### config.mk
export PLATFORM = sky130hd
export DESIGN_NAME = u_insn_seq_ctrl
export DESIGN_NICKNAME = d
export VERILOG_FILES = /design/src/rtl/u_insn_seq_ctrl_pkg.sv /design/src/rtl/u_insn_seq_ctrl_imm_gen.sv /design/src/rtl/u_insn_seq_ctrl.sv
export SDC_FILE = /design/constraint.sdc
export NUM_CORES = 1
export LEC_CHECK = 0
export ABC_AREA = 0
export BUFFER_PORTS_ARGS = -buffer_cell sky130_fd_sc_hd__buf_2
export CORE_ASPECT_RATIO = 0.7
export CORE_MARGIN = 2
export CORE_UTILIZATION = 40
export CTS_CLUSTER_DIAMETER = 100
export DETAILED_ROUTE_END_ITERATION = 10
export GPL_TIMING_DRIVEN = 0
export PLACE_DENSITY_LB_ADDON = 0.25
export SLEW_MARGIN = 10
export SYNTH_ARGS = -nofsm -noshare
export SYNTH_HDL_FRONTEND = slang
export SYNTH_HIERARCHICAL = 1
export SYNTH_SLANG_ARGS = --single-unit
export TNS_END_PERCENT = 5
### constraint.sdc
create_clock -name CLK -period 1.8 [get_ports CLK]
set_input_delay 0.18 -clock CLK [delete_from_list [all_inputs] [get_ports CLK]]
set_output_delay 0.18 -clock CLK [all_outputs]
set_load 0.03 [all_outputs]
### src/rtl/u_insn_seq_ctrl_pkg.sv
// Shared types for the U-type (LUI/AUIPC) multi-cycle sequencer.
package u_seq_pkg;

  typedef enum logic [5:0] {
    IDLE    = 6'b000001,
    FETCH   = 6'b000010,
    DECODE  = 6'b000100,
    EXEC    = 6'b001000,
    WB      = 6'b010000,
    ILLEGAL = 6'b100000
  } state_t;

  localparam logic [6:0] OPC_LUI   = 7'b0110111;
  localparam logic [6:0] OPC_AUIPC = 7'b0010111;

  typedef enum logic [1:0] {
    CLS_BAD   = 2'd0,
    CLS_LUI   = 2'd1,
    CLS_AUIPC = 2'd2
  } insn_cls_t;

  // A full 7-bit opcode match already implies ir[1:0] == 2'b11.
  function automatic insn_cls_t classify(input logic [31:0] ir, input logic lui_ok);
    insn_cls_t cls;
    cls = CLS_BAD;
    if (ir[6:0] == OPC_AUIPC)
      cls = CLS_AUIPC;
    else if ((ir[6:0] == OPC_LUI) && lui_ok)
      cls = CLS_LUI;
    return cls;
  endfunction

endpackage

### src/rtl/u_insn_seq_ctrl_imm_gen.sv
// U-type immediate generator: {ir[31:12], 12'b0} sign-extended to XLEN.
module u_imm_gen #(
  parameter int unsigned XLEN = 32
) (
  input  logic [31:0]     ir,
  output logic [XLEN-1:0] imm
);

  always_comb begin
    imm = XLEN'(signed'({ir[31:12], 12'h000}));
  end

endmodule

### src/rtl/u_insn_seq_ctrl.sv
// Multi-cycle FETCH/DECODE/EXEC/WB control sequencer for LUI and AUIPC.
module u_insn_seq_ctrl
  import u_seq_pkg::*;
#(
  parameter int unsigned XLEN        = 32,
  parameter int unsigned FETCH_WAIT  = 1,
  parameter bit          SUPPORT_LUI = 1'b1
) (
  input  logic            CLK,
  input  logic            RST_N,
  input  logic            start,
  input  logic [31:0]     INSN,
  output logic            busy,
  output logic            done,
  output logic            illegal,
  output logic            ir_we,
  output logic            rd_we,
  output logic            pc_we,
  output logic            mem_we,
  output logic            addr_sel,
  output logic            pc_next_sel,
  output logic            pc_alu_sel,
  output logic            sub_sra,
  output logic            alu_a_sel,
  output logic [4:0]      rd_addr,
  output logic [XLEN-1:0] imm
);

  localparam logic [3:0] WAIT_INIT = 4'(FETCH_WAIT);

  state_t    state_q, state_d;
  logic [3:0] wait_q;
  logic [31:0] ir_q;
  insn_cls_t cls_q, cls_dec, cls_cur;
  logic      illegal_q;
  logic      accept;

  assign cls_dec = classify(ir_q, SUPPORT_LUI);
  assign accept  = start && ((state_q == IDLE) || (state_q == WB));

  always_ff @(posedge CLK or negedge RST_N) begin
    if (!RST_N) state_q <= IDLE;
    else        state_q <= state_d;
  end

  always_comb begin
    state_d = state_q;
    ir_we   = 1'b0;
    rd_we   = 1'b0;
    pc_we   = 1'b0;
    done    = 1'b0;
    case (state_q)
      IDLE:    if (start) state_d = FETCH;
      FETCH: begin
        if (wait_q == '0) begin
          ir_we   = 1'b1;
          state_d = DECODE;
        end
      end
      DECODE:  state_d = (cls_dec == CLS_BAD) ? ILLEGAL : EXEC;
      EXEC:    state_d = WB;
      WB: begin
        rd_we   = (ir_q[11:7] != '0);
        pc_we   = 1'b1;
        done    = 1'b1;
        state_d = start ? FETCH : IDLE;
      end
      ILLEGAL: state_d = IDLE;
      default: state_d = IDLE;
    endcase
  end

  always_ff @(posedge CLK or negedge RST_N) begin
    if (!RST_N) begin
      wait_q    <= '0;
      ir_q      <= '0;
      cls_q     <= CLS_BAD;
      illegal_q <= 1'b0;
    end else begin
      if (accept) begin
        wait_q    <= WAIT_INIT;
        illegal_q <= 1'b0;
      end else if ((state_q == FETCH) && (wait_q != '0)) begin
        wait_q <= wait_q - 4'd1;
      end
      if (ir_we) ir_q <= INSN;
      if (state_q == DECODE) begin
        cls_q <= cls_dec;
        if (cls_dec == CLS_BAD) illegal_q <= 1'b1;
      end
    end
  end

  // During DECODE the class register has not loaded yet, so steer from the live decode.
  assign cls_cur   = (state_q == DECODE) ? cls_dec : cls_q;
  assign alu_a_sel = (cls_cur == CLS_LUI);

  assign busy        = (state_q != IDLE);
  assign illegal     = illegal_q;
  assign rd_addr     = ir_q[11:7];
  assign mem_we      = 1'b0;
  assign addr_sel    = 1'b0;
  assign pc_next_sel = 1'b0;
  assign pc_alu_sel  = 1'b0;
  assign sub_sra     = 1'b0;

  u_imm_gen #(.XLEN(XLEN)) u_imm (
    .ir  (ir_q),
    .imm (imm)
  );

endmodule

==> results of run 1 <==
## final timing paths
check                      depth (start not counted)        from    endpoint  slack (ps)
max in group asynchronous                          1       RST_N  state_q[5]        1100
hold reg to reg                                    1     ir_q[5]    cls_q[1]         470
hold / removal                                     1       RST_N    ir_q[26]          40
min in group CLK                                   2    INSN[30]    ir_q[30]         110
setup / recovery                                   6  state_q[4]       ir_we           7
setup reg to reg                                   6  state_q[4]    ir_q[29]          40
## layout by cell type, fill, tap and decap left out, types with 2 or more instances in the layout
cell type	count
sky130_fd_sc_hd__buf_6	3
sky130_fd_sc_hd__inv_1	6
sky130_fd_sc_hd__mux2_4	28
sky130_fd_sc_hd__nand4_1	2
sky130_fd_sc_hd__and2_1	4
sky130_fd_sc_hd__o21ai_0	2
sky130_fd_sc_hd__a311oi_1	2
sky130_fd_sc_hd__mux2_2	4
sky130_fd_sc_hd__a31oi_1	3
sky130_fd_sc_hd__nor2b_1	5
sky130_fd_sc_hd__conb_1	17
sky130_fd_sc_hd__inv_2	3
sky130_fd_sc_hd__a21o_1	2
sky130_fd_sc_hd__buf_4	49
sky130_fd_sc_hd__clkbuf_8	6
sky130_fd_sc_hd__nor2_1	4
sky130_fd_sc_hd__o2bb2ai_1	2
sky130_fd_sc_hd__buf_2	65
sky130_fd_sc_hd__buf_12	2
sky130_fd_sc_hd__nor3_1	2
sky130_fd_sc_hd__a211o_1	3
sky130_fd_sc_hd__dfrtp_1	43
sky130_fd_sc_hd__nor4_4	2
## worst register-to-register path, delay by kind of cell (launching register included)
kind                   cells  cell delay (ps)
and+or+nand+nor            2              500
buffers and inverters      3              470
DFF                        1              380
muxes                      1              310
## cell usage after synthesis (2+ instances only)
cell type and n:
sky130_fd_sc_hd__and2_1 4, sky130_fd_sc_hd__nor2b_1 5, sky130_fd_sc_hd__a211o_1 3, sky130_fd_sc_hd__nor2_1 5, sky130_fd_sc_hd__nor4_1 2, sky130_fd_sc_hd__a31oi_1 3, sky130_fd_sc_hd__dfrtp_1 44, sky130_fd_sc_hd__buf_6 4
sky130_fd_sc_hd__a21o_1 2, sky130_fd_sc_hd__o2bb2ai_1 2, sky130_fd_sc_hd__nor3_1 2, sky130_fd_sc_hd__buf_4 43, sky130_fd_sc_hd__nand4_1 2, sky130_fd_sc_hd__o21ai_0 3, sky130_fd_sc_hd__inv_1 9, sky130_fd_sc_hd__a311oi_1 2
sky130_fd_sc_hd__mux2_4 28, sky130_fd_sc_hd__mux2_2 4, sky130_fd_sc_hd__conb_1 2
## routing by layer
| layer | vias to the layer above | track usage | routed length (um) |
|---|---|---|---|
| met1 | 712 | 0.1999 | 2063 |
| met3 | 0 | 0.04783 | 373 |
| met5 | - | 0 | 0 |
| met4 | 0 | 0.02641 | 0 |
| met2 | 58 | 0.1719 | 1768 |
| li1 | 787 | - | - |
## registers in the layout, summed over array words and instances (netlist names)
name,flops
wait_q,4
ir_q,32
state_q,6
illegal,1
cls_q,2
## per-stage QoR
| stage | util | hold WS, ps | area [um^2] | setup TNS [ps] | total power (W) |
|---|---|---|---|---|---|
| floorplan | - | -115.6 | 2457 | 0 | 0.003769 |
| global placement | 0.5007 | 402.1 | 2882 | -5472 | 0.004254 |
| detailed placement | 0.5007 | 395.6 | 2882 | -5144 | 0.004285 |
| CTS | 0.5387 | 76.82 | 3100 | 0 | 0.005190 |
| global route | 0.5435 | 102.1 | 3128 | -351.6 | 0.005480 |
| finish | 0.5435 | 38.46 | 3128 | 0 | 0.005167 |
## logic make-up (layout without fill, tap and decap cells)
logic type,after synthesis,after routing,synth area share
multiplexers,32,32,0.1942
AO/OA/AOI/OAI,20,20,0.06107
other,2,17,0.003133
AND/OR/NAND/NOR,31,31,0.09290
adder cells (fa/ha/maj),1,1,0.005218
flip-flops,45,45,0.4703
XOR/XNOR,1,1,0.003654
buffers and inverters,57,137,0.1696
## layout make-up
cell class,instances,area share
flip-flops and latches,45,0.3608
multi-input cells,102,0.3112
plain buffers,48,0.1260
repair buffers,72,0.1240
well taps,75,0.03000
clock buffers,7,0.02760
inverters,9,0.01080
clock inverters,1,0.009600
## power groups by stage
stage / Sequential [W] / Clock, W / Combinational [W]
finish: 0.00177 / 0.000782 / 0.00262
global placement: 0.00175 / 0 / 0.00250
CTS: 0.00177 / 0.000800 / 0.00262
detailed placement: 0.00175 / 0 / 0.00253
global route: 0.00183 / 0.000843 / 0.00281
floorplan: 0.00168 / 0 / 0.00209
## repair_timing
item	CTS	global route
gates resized for setup	15	6
endpoints found under the setup margin	31	32
pin swaps	5	0
setup buffers	6	0
==> summary.md, run 1 <==
| Metric | Value |
|---|---|
| Worst Setup Start Kind | register |
| Die span in y | 68.77 um |
| Dpl hpwl | 2947 um |
| CP max FO | 8 |
| TritonCTS clock tree | done |
| Detailed-route via count | 1557 |
| Synth unique cells | 39 |
| Number of failing setup endpoints in the final timing report | 0 |
| Critical Path End Type | output port |
| Drt initial violations | 69 |
| Category of the most critical setup path | reg2out |
| Root cell of the clock tree | sky130_fd_sc_hd__clkbuf_8 |
| Final layout net count | 319 |
| Number of filler instances in the final layout | 521 |
| Diodes inserted | 0 |
| Worst slew margin relative to its limit | 0.3555 |
| Outcome | finished, final reports clean |
| Top post-synthesis cells by area | sky130_fd_sc_hd__dfrtp_1, sky130_fd_sc_hd__mux2_4, sky130_fd_sc_hd__buf_4 |
| Max_cap viols | 0 |
| Slack of the critical path | 7.034 ps |
| Data arrival time of the worst path | 1610 ps |
| Slowest-stage cell, CP | sky130_fd_sc_hd__dfrtp_1 |
| Number of rows created at floorplan | 23 |
| H-tree lvl count | 2 |
| Total count of hold-check failures in the final report | 0 |
| Proportion of power drawn by combinational gates | 0.507 |
| Gr usage total | 0.1298 |
| IO Port Bufs | 66 |
| Post-route clock skew | 4.182 ps |
| RSZ-0062 raised after global routing | yes |
| Sequential cell area | 0.001129 mm^2 |
| Area of the multi-input gates | 973.4 um^2 |
| Fraction of synthesis flops using an asynchronous set or reset pin | 1.000 |
| Switching Fraction | 0.3680 |
| Clock tree sinks | 45 |
| Horizontal die dimension | 96.53 um |
| Cell class contributing the biggest share of worst-path delay | simple AND/OR/NAND/NOR gates |
| Full die area | 0.006638 mm^2 |
| Area share of the largest cell type after synthesis | 0.4593 |
| # placed instances | 345 |
| Internal power | 0.003266 W |
| Global-route wire length before repair | 6444 um |
| Crit path largest cell delay | 380 ps |
| Net switching power | 0.001902 W |
| Cell accounting for the most synthesized area | sky130_fd_sc_hd__dfrtp_1 |
| Warnings, synthesis | 6 |
| GR Overflow Total | 0 |
| Number of remaining DRC errors | 0 |
| Share of power burned in registers | 0.342 |
| Total standard cell area after synthesis | 0.002397 mm^2 |
| Initial core utilization | 0.4165 |
| I/O pin count | 84 |
| Count of antenna-violating nets left after detailed routing | 0 |
| Wire length per cell | 11.71 um |
| Insertion delay of the later-clocked pin in the worst-skew pair | 290 ps |
| Most used flip-flop cell after synthesis | sky130_fd_sc_hd__dfrtp_1 |
| RePlAce Congestion | 0.7617 |
| PwrDens | 1652 mW/mm^2 |
| Leakage | 1.696 nW |
| Buf/Inv on CP | 4 |
| Pin count of the biggest net entering global routing | 46 |
| Clock group share of total power | 0.151 |
| Non-Filler Instances | 359 |
| Cell breakdown of the critical path | buf_6, nor4_4, nand3_4, buf_12, inv_2, buf_6 |
| Synthesized netlist cell count | 189 |
| Router iterations before antenna repair | 4 |
| Average instance area after synthesis | 12.68 um^2 |
| Antenna violations before repair | 0 |
| Final critical-path share of the clock period | 0.9961 |
| Fraction of layout instances using a drive strength above 1 | 0.6127 |
| CTS Hold Buffers Added | 0 |
| FMAX | 557.7 MHz |
| Vias in the first global route | 1337 |
| Worst hold path type | in2async |
| Core Area | 0.005756 mm^2 |
| Worst Tran Pin Value | 966.7 ps |
| VDD IR max | 0.001020 V |
| Count of flip-flops with a built-in enable after synthesis | 0 |
| Proportion of synthesized chip area in sequential cells | 0.4703 |
| CTS Buffer Depth | 2 |
| Period minus WS final | 1793 ps |
| Required time worst endpoint | 1620 ps |
| Fin. max-slew vios | 0 |
| TritonCTS buffer count | 5 |
| Wire length reported by the detailed router | 4204 um |
| Pre-CTS worst setup slack | -184.6 ps |
| Flip-flop and latch count after synthesis | 45 |
| Ratio of routed vias to standard cells | 4.337 |
| Cell repeated most along the worst path | sky130_fd_sc_hd__buf_6 |
| Clock Pin Slew Worst Setup and Hold Paths | 80 ps |
| Layout area overhead | 30.48% |
Note: power is estimated with default switching activity, not from simulation.
==> inputs of run 2 (changes only) <==
--- a/config.mk
+++ b/config.mk
@@ -9,7 +9,7 @@
 export BUFFER_PORTS_ARGS = -buffer_cell sky130_fd_sc_hd__buf_2
 export CORE_ASPECT_RATIO = 0.7
 export CORE_MARGIN = 2
-export CORE_UTILIZATION = 40
+export CORE_UTILIZATION = 45
 export CTS_CLUSTER_DIAMETER = 100
 export DETAILED_ROUTE_END_ITERATION = 10
 export GPL_TIMING_DRIVEN = 0
==> constraint.sdc (replaced) <==
create_clock -name CLK -period 1.8 [get_ports CLK]
set_input_delay 0.36 -clock CLK [delete_from_list [all_inputs] [get_ports CLK]]
set_output_delay 0.36 -clock CLK [all_outputs]
set_load 0.03 [all_outputs]
==> summary.md, run 2 (synthesis results as in run 1) <==
| Metric | Value |
|---|---|
| Reg-to-reg startpoint | state_q[4] |
| RSZ-0062 raised after global routing | yes |
| Number of remaining DRC errors | 0 (unchanged) |
| Pre-CTS worst setup slack | -359.4 ps (-174.7 ps) |
| Router iterations before antenna repair | 4 (unchanged) |
| Number of rows created at floorplan | 22 (-4.3%) |
| Sum Neg Setup Slack | -898.1 ps (-898.1 ps) |
| H-tree lvl count | 2 (unchanged) |
| Core Area | 0.005202 mm^2 (-9.6%) |
| Global-route wire length before repair | 7300 um (+13%) |
| Worst hold path type | in2async |
| IO Port Bufs | 66 (unchanged) |
| CP max FO | 7 (-1) |
| Wire length reported by the detailed router | 4274 um (+1.7%) |
| Clock tree sinks | 45 (unchanged) |
| Worst Setup Start Kind | register |
| Fraction of layout instances using a drive strength above 1 | 0.6401 (+0.02746) |
| Slack of the critical path | -202.9 ps (-209.9 ps) |
| Total count of hold-check failures in the final report | 0 (unchanged) |
| Most used cells in the layout excluding fill and tap cells | sky130_fd_sc_hd__buf_2, sky130_fd_sc_hd__buf_4, sky130_fd_sc_hd__dfrtp_1, sky130_fd_sc_hd__mux2_4, sky130_fd_sc_hd__conb_1 |
| Pin count of the biggest net entering global routing | 46 (unchanged) |
| Largest Register | ir_q |
| Leakage | 1.723 nW (+1.6%) |
| Biggest regs | ir_q x32, state_q x6, wait_q x4 |
| Count of antenna-violating nets left after detailed routing | 0 (unchanged) |
| FMAX | 499.3 MHz (-10%) |
| Critical Path End Type | output port |
| Leading cell type in the layout, fill and taps excluded | sky130_fd_sc_hd__buf_2 |
| Period minus WS final | 2003 ps (+209.9 ps) |
| Final critical-path share of the clock period | 1.113 (+0.1166) |
| VDD IR max | 0.0009134 V (-10%) |
| Ratio of routed vias to standard cells | 4.371 (+0.79%) |
| Worst Tran Pin Value | 1003 ps (+36.50 ps) |
| Data arrival time of the worst path | 1640 ps (+30 ps) |
| Violations in the final reports | setup timing |
| Final layout net count | 324 (+1.6%) |
| Post-route clock skew | 5.701 ps (+1.520 ps) |
| Full die area | 0.005937 mm^2 (-11%) |
| CTS Hold Buffers Added | 0 (unchanged) |
| Number of failing setup endpoints in the final timing report | 23 (+23) |
| Worst slew margin relative to its limit | 0.3312 (-0.02433) |
| Required time worst endpoint | 1440 ps (-180 ps) |
| GR Overflow Total | 0 (unchanged) |
| Wire length per cell | 11.84 um (+1.1%) |
| Gr usage total | 0.1562 (+0.02643) |
| Root cell of the clock tree | sky130_fd_sc_hd__clkbuf_8 |
| RePlAce Congestion | 0.7653 (+0.47%) |
| Detailed-route via count | 1578 (+1.3%) |
| I/O pin count | 84 (unchanged) |
| Share of the core filled with cells in the final layout | 0.6152 (+0.07172) |
| Category of the most critical setup path | reg2out |
| Initial core utilization | 0.4608 (+0.04428) |
| Number of filler instances in the final layout | 445 (-15%) |
| TritonCTS clock tree | done |
| Antenna violations before repair | 0 (unchanged) |
| Insertion delay of the later-clocked pin in the worst-skew pair | 290 ps (about the same) |
| Horizontal die dimension | 91.24 um (-5.5%) |
| Max_cap viols | 0 (unchanged) |
| Drt initial violations | 29 (-58%) |
| CTS Buffer Depth | 2 (unchanged) |
| Vias in the first global route | 1524 (+14%) |
| Max reg flops | 32 (unchanged) |
| Clock Pin Slew Worst Setup and Hold Paths | 80 ps (about the same) |
| TritonCTS buffer count | 5 (unchanged) |
| Outcome | complete, but fails checks |
| Beginning of the critical path | state_q[0] |
| Diodes inserted | 0 (unchanged) |
| Dpl hpwl | 2976 um (+0.99%) |
| Die span in y | 65.07 um (-5.4%) |
| PwrDens | 1632 mW/mm^2 (-1.2%) |
| Fin. max-slew vios | 0 (unchanged) |
| Layout area overhead | 33.51% |
run 2: area by class of cell:
cell class              count  area [um^2]  area share
multi-input cells         102        988.4      0.3088
clock buffers               6        72.57     0.02267
inverters                   9        33.78     0.01056
repair buffers             77        451.7      0.1411
plain buffers              48        394.1      0.1231
flip-flops and latches     45         1131      0.3534
well taps                  72        90.09     0.02815
clock inverters             2        38.79     0.01212
run 2: path summary, 6_finish.rpt:
kind / endpoint / slack, ps / cells after the start
setup / recovery: alu_a_sel / -200 / 5
hold / removal: wait_q[2] / 230 / 1
setup reg to reg: ir_q[9] / -30 / 7
hold reg to reg: cls_q[1] / 470 / 1
max in group asynchronous: state_q[2] / 890 / 1
min in group CLK: ir_q[22] / 290 / 2
run 2: repair_timing:
action | in CTS | in global routing
resized for setup | 27 | 8
setup endpoints to repair | 32 | 31
pin swaps | 6 | 2
buffers inserted | 10 | 1
cloned | 0 | 0
run 2: power by group:
| part | leakage (nW) | switching (W) | internal (W) |
|---|---|---|---|
| Combinational | 1.13 | 0.00126 | 0.00142 |
| Clock | 0.0554 | 0.000334 | 0.000417 |
| Sequential | 0.540 | 0.000332 | 0.00145 |
| Total | 1.72 | 0.00193 | 0.00329 |
run 2: metal layers:
layer  vias up  routed length [um]  track usage  part of all wire
li1        800                   -            -                 -
met1       720                2048       0.2110              0.48
met2        54                1905       0.2444              0.45
met3         4                 298      0.05116             0.070
met4         0                  21      0.03977            0.0049
met5         -                   0            0                 0
run 2: critical path: stages, from the launching register on:
cell	delay [ps]
sky130_fd_sc_hd__dfstp_2	630
sky130_fd_sc_hd__nor4_4	80
sky130_fd_sc_hd__buf_4	140
sky130_fd_sc_hd__a211o_1	260
sky130_fd_sc_hd__o21ai_2	90
sky130_fd_sc_hd__buf_6	160
run 2: per-stage QoR:
stage                     std cells  cell area [um^2]  power [W]  hold WS (ps)
after detailed placement        342              2883   0.004290         472.3
after global placement          342              2883   0.004250         458.5
after CTS                       360              3166   0.005216         256.2
final                           361              3201   0.005223         229.9
after floorplan                 204              2462   0.003774         64.41
after global routing            361              3201   0.005539         274.6
==> inputs of run 3 (changes only) <==
--- a/config.mk
+++ b/config.mk
@@ -5,7 +5,7 @@
 export SDC_FILE = /design/constraint.sdc
 export NUM_CORES = 1
 export LEC_CHECK = 0
-export ABC_AREA = 0
+export ABC_AREA = 1
 export BUFFER_PORTS_ARGS = -buffer_cell sky130_fd_sc_hd__buf_2
 export CORE_ASPECT_RATIO = 0.7
 export CORE_MARGIN = 2
==> summary.md, run 3 <==
| Metric | Value |
|---|---|
| Worst Tran Pin Value | 985.7 ps (-17.51 ps) |
| Fraction of synthesis flops using an asynchronous set or reset pin | 1.000 (unchanged) |
| Post-synthesis compound-gate area fraction | 0.01932 (-0.04174) |
| Largest Register | ir_q |
| Number of failing setup endpoints in the final timing report | 4 (-83%) |
| Diodes inserted | 0 (unchanged) |
| Share of the core filled with cells in the final layout | 0.6165 (+0.001287) |
| Simple logic cell fraction of the synthesized area | 0.2866 (+0.1937) |
| Flip-flop and latch count after synthesis | 45 (unchanged) |
| Top post-synthesis cells by area | sky130_fd_sc_hd__dfrtp_1, sky130_fd_sc_hd__nand2_1, sky130_fd_sc_hd__buf_4 |
| Fraction of the mapped netlist area in adder cells | 0.005368 (+0.0001485) |
| Proportion of synthesized chip area in sequential cells | 0.4836 (+0.01338) |
| Required time worst endpoint | 1440 ps (about the same) |
| Area of the multi-input gates | 828.3 um^2 (-16%) |
| Area share of the largest cell type after synthesis | 0.4724 (+0.01307) |
| Outcome | complete, but fails checks |
| # placed instances | 423 (+24%) |
| I/O pin count | 84 (unchanged) |
| Area share of xor/xnor cells in the synthesized design | 0.003757 (+0.0001039) |
| TritonCTS clock tree | done |
| Beginning of the critical path | state_q[5] |
| Biggest regs | ir_q x32, state_q x6, wait_q x4 |
| Post-route clock skew | 2.961 ps (-2.740 ps) |
| Wire length per cell | 10.30 um (-13%) |
| TritonCTS buffer count | 5 (unchanged) |
| Full die area | 0.005781 mm^2 (-2.6%) |
| Average instance area after synthesis | 8.538 um^2 (-33%) |
| Most used cells in the layout excluding fill and tap cells | sky130_fd_sc_hd__nand2_1, sky130_fd_sc_hd__buf_2, sky130_fd_sc_hd__buf_4, sky130_fd_sc_hd__dfrtp_1, sky130_fd_sc_hd__nand2_2 |
| Leading cell type in the layout, fill and taps excluded | sky130_fd_sc_hd__nand2_1 |
| Wire length reported by the detailed router | 4520 um (+5.8%) |
| Synth unique cells | 23 (-41%) |
| Cell accounting for the most synthesized area | sky130_fd_sc_hd__dfrtp_1 |
| Period minus WS final | 1939 ps (-64.03 ps) |
| Max_cap viols | 0 (unchanged) |
| Count of flip-flops with a built-in enable after synthesis | 0 (unchanged) |
| RePlAce Congestion | 0.7797 (+1.9%) |
| Total count of hold-check failures in the final report | 0 (unchanged) |
| FMAX | 515.8 MHz (+3.3%) |
| Warnings, synthesis | 6 (unchanged) |
| H-tree lvl count | 2 (unchanged) |
| CTS Hold Buffers Added | 0 (unchanged) |
| Pin count of the biggest net entering global routing | 46 (unchanged) |
| Worst slew margin relative to its limit | 0.3429 (+0.01168) |
| Synthesized netlist cell count | 273 (+44%) |
| Number of rows created at floorplan | 21 (-4.5%) |
| RSZ-0062 raised after global routing | yes |
| CP max FO | 5 (-2) |
| Critical Path End Type | output port |
| IO Port Bufs | 66 (unchanged) |
| Drt initial violations | 52 (+79%) |
| VDD IR max | 0.0009443 V (+3.4%) |
| Clock tree sinks | 45 (unchanged) |
| Root cell of the clock tree | sky130_fd_sc_hd__clkbuf_8 |
| Slack of the critical path | -138.9 ps (+64.03 ps) |
| Global-route wire length before repair | 7741 um (+6.0%) |
| Proportion of synthesized area in mux cells | 0 (-0.1942) |
| Leakage | 1.722 nW (about the same) |
| Vias in the first global route | 1792 (+18%) |
| Fin. max-slew vios | 0 (unchanged) |
| Worst Setup Start Kind | register |
| Non-Filler Instances | 439 (+22%) |
| Dominant combinational cell family by area after synthesis | simple AND/OR/NAND/NOR gates |
| Max reg flops | 32 (unchanged) |
| Number of remaining DRC errors | 0 (unchanged) |
| Final critical-path share of the clock period | 1.077 (-0.03557) |
| Router iterations before antenna repair | 4 (unchanged) |
| Antenna violations before repair | 0 (unchanged) |
| Insertion delay of the later-clocked pin in the worst-skew pair | 300 ps (about the same) |
| Fraction of layout instances using a drive strength above 1 | 0.4541 (-0.1861) |
| Category of the most critical setup path | reg2out |
| Final layout net count | 405 (+25%) |
| Ratio of routed vias to standard cells | 4.132 (-5.5%) |
| Horizontal die dimension | 90.02 um (-1.3%) |
| Commonest cells post-synth | sky130_fd_sc_hd__nand2_1, sky130_fd_sc_hd__dfrtp_1, sky130_fd_sc_hd__buf_4, sky130_fd_sc_hd__nand2_2, sky130_fd_sc_hd__inv_1 |
| Area of all placed cells without fillers | 0.003013 mm^2 (-5.9%) |
| Number of filler instances in the final layout | 445 (unchanged) |
| Detailed-route via count | 1814 (+15%) |
| Data arrival time of the worst path | 1580 ps (-60 ps) |
| Die span in y | 64.22 um (-1.3%) |
| GR Overflow Total | 0 (unchanged) |
| Gr usage total | 0.1674 (+0.01112) |
| Total standard cell area after synthesis | 0.002331 mm^2 (-2.8%) |
| Clock Pin Slew Worst Setup and Hold Paths | 80 ps (about the same) |
| Sequential cell area | 0.001127 mm^2 (-0.33%) |
| CTS Buffer Depth | 2 (unchanged) |
| Count of antenna-violating nets left after detailed routing | 0 (unchanged) |
| Initial core utilization | 0.4770 (+0.01616) |
| Reg-to-reg startpoint | state_q[0] |
| Most used flip-flop cell after synthesis | sky130_fd_sc_hd__dfrtp_1 |
| Worst hold path type | in2async |
| Layout area overhead | 29.25% |
| PwrDens | 1696 mW/mm^2 (+3.9%) |
| Core Area | 0.004887 mm^2 (-6.1%) |
| DP Area | 0.002804 mm^2 (-2.7%) |
| Violations in the final reports | setup timing |
| Top-count cell post-synth | sky130_fd_sc_hd__nand2_1 |
| Dpl hpwl | 3132 um (+5.2%) |
run 3: cell count changes in the layout (fill, tap and decap cells not counted), sizes merged, moves of 4 or more:
| cell | previous run | this run |
|---|---|---|
| inv | 9 | 17 |
| nor2b | 5 | 0 |
| nor2 | 5 | 17 |
| nand3 | 2 | 12 |
| nand2 | 1 | 114 |
| o21ai | 3 | 7 |
| mux2 | 32 | 0 |
run 3: final cells by class:
class                      instances  share of cell area
sequential                        45              0.3742
tap                               69             0.02865
multi-input combinational        176              0.2749
inverter                          18             0.02409
buffer                            48              0.1225
timing repair buffer              75              0.1370
clock buffer                       7             0.02865
clock inverter                     1            0.009967
run 3: stage by stage:
step	TNS (ps)	total power, W	worst slack [ps]	hold slack [ps]
after floorplan	0	0.003651	103.3	64.41
after global placement	-87.53	0.004154	-87.53	454.5
after detailed placement	-95.03	0.004198	-95.03	455.5
after CTS	-265.2	0.005132	-101.8	242.3
after global routing	-772.0	0.005476	-235.5	250.1
final	-256.9	0.005109	-138.9	223.1
run 3: where the power goes:
group / switching, W / leakage, nW / total, W / internal [W]
clock network: 0.000323 / 0.0585 / 0.000775 / 0.000452
registers: 0.000288 / 0.544 / 0.00176 / 0.00147
logic: 0.00151 / 1.12 / 0.00257 / 0.00106
total: 0.00212 / 1.72 / 0.00511 / 0.00299
run 3: cell families (layout without fill, tap and decap cells):
kind of cell | after synthesis | after routing
AND/OR/NAND/NOR | 148 | 148
buffers and inverters | 67 | 149
adder cells (fa/ha/maj) | 1 | 1
AO/OA/AOI/OAI | 9 | 9
flip-flops | 45 | 45
other | 2 | 17
XOR/XNOR | 1 | 1
run 3: metal layers:
metal / vias to the layer above / track usage / share of wire
li1: 959 / - / -
met1: 796 / 0.2159 / 0.48
met2: 51 / 0.2707 / 0.43
met3: 8 / 0.04717 / 0.066
met4: 0 / 0.06346 / 0.014
met5: - / 0 / 0
run 3: what timing repair did:
action | in CTS | in global routing
setup buffers | 8 | 1
gates resized for setup | 16 | 2
setup endpoints to repair | 4 | 5
pin swaps | 6 | 1
run 3: worst paths after layout:
kind	end	slack, ps	depth (start not counted)
max	alu_a_sel	-140	7
min	ir_q[30]	220	1
max reg2reg	ir_q[24]	230	9
min reg2reg	cls_q[1]	470	2
max in group asynchronous	ir_q[6]	970	1
min in group CLK	ir_q[19]	250	3
run 3: worst max-delay path, stage by stage, from the launching register on:
cell                      delay [ps]
sky130_fd_sc_hd__dfrtp_1         420
sky130_fd_sc_hd__nor2_4          170
sky130_fd_sc_hd__nand2_2          90
sky130_fd_sc_hd__nor2_4          160
sky130_fd_sc_hd__o21ai_1         100
sky130_fd_sc_hd__o21ai_1         120
sky130_fd_sc_hd__nor2_1           70
sky130_fd_sc_hd__buf_4           170
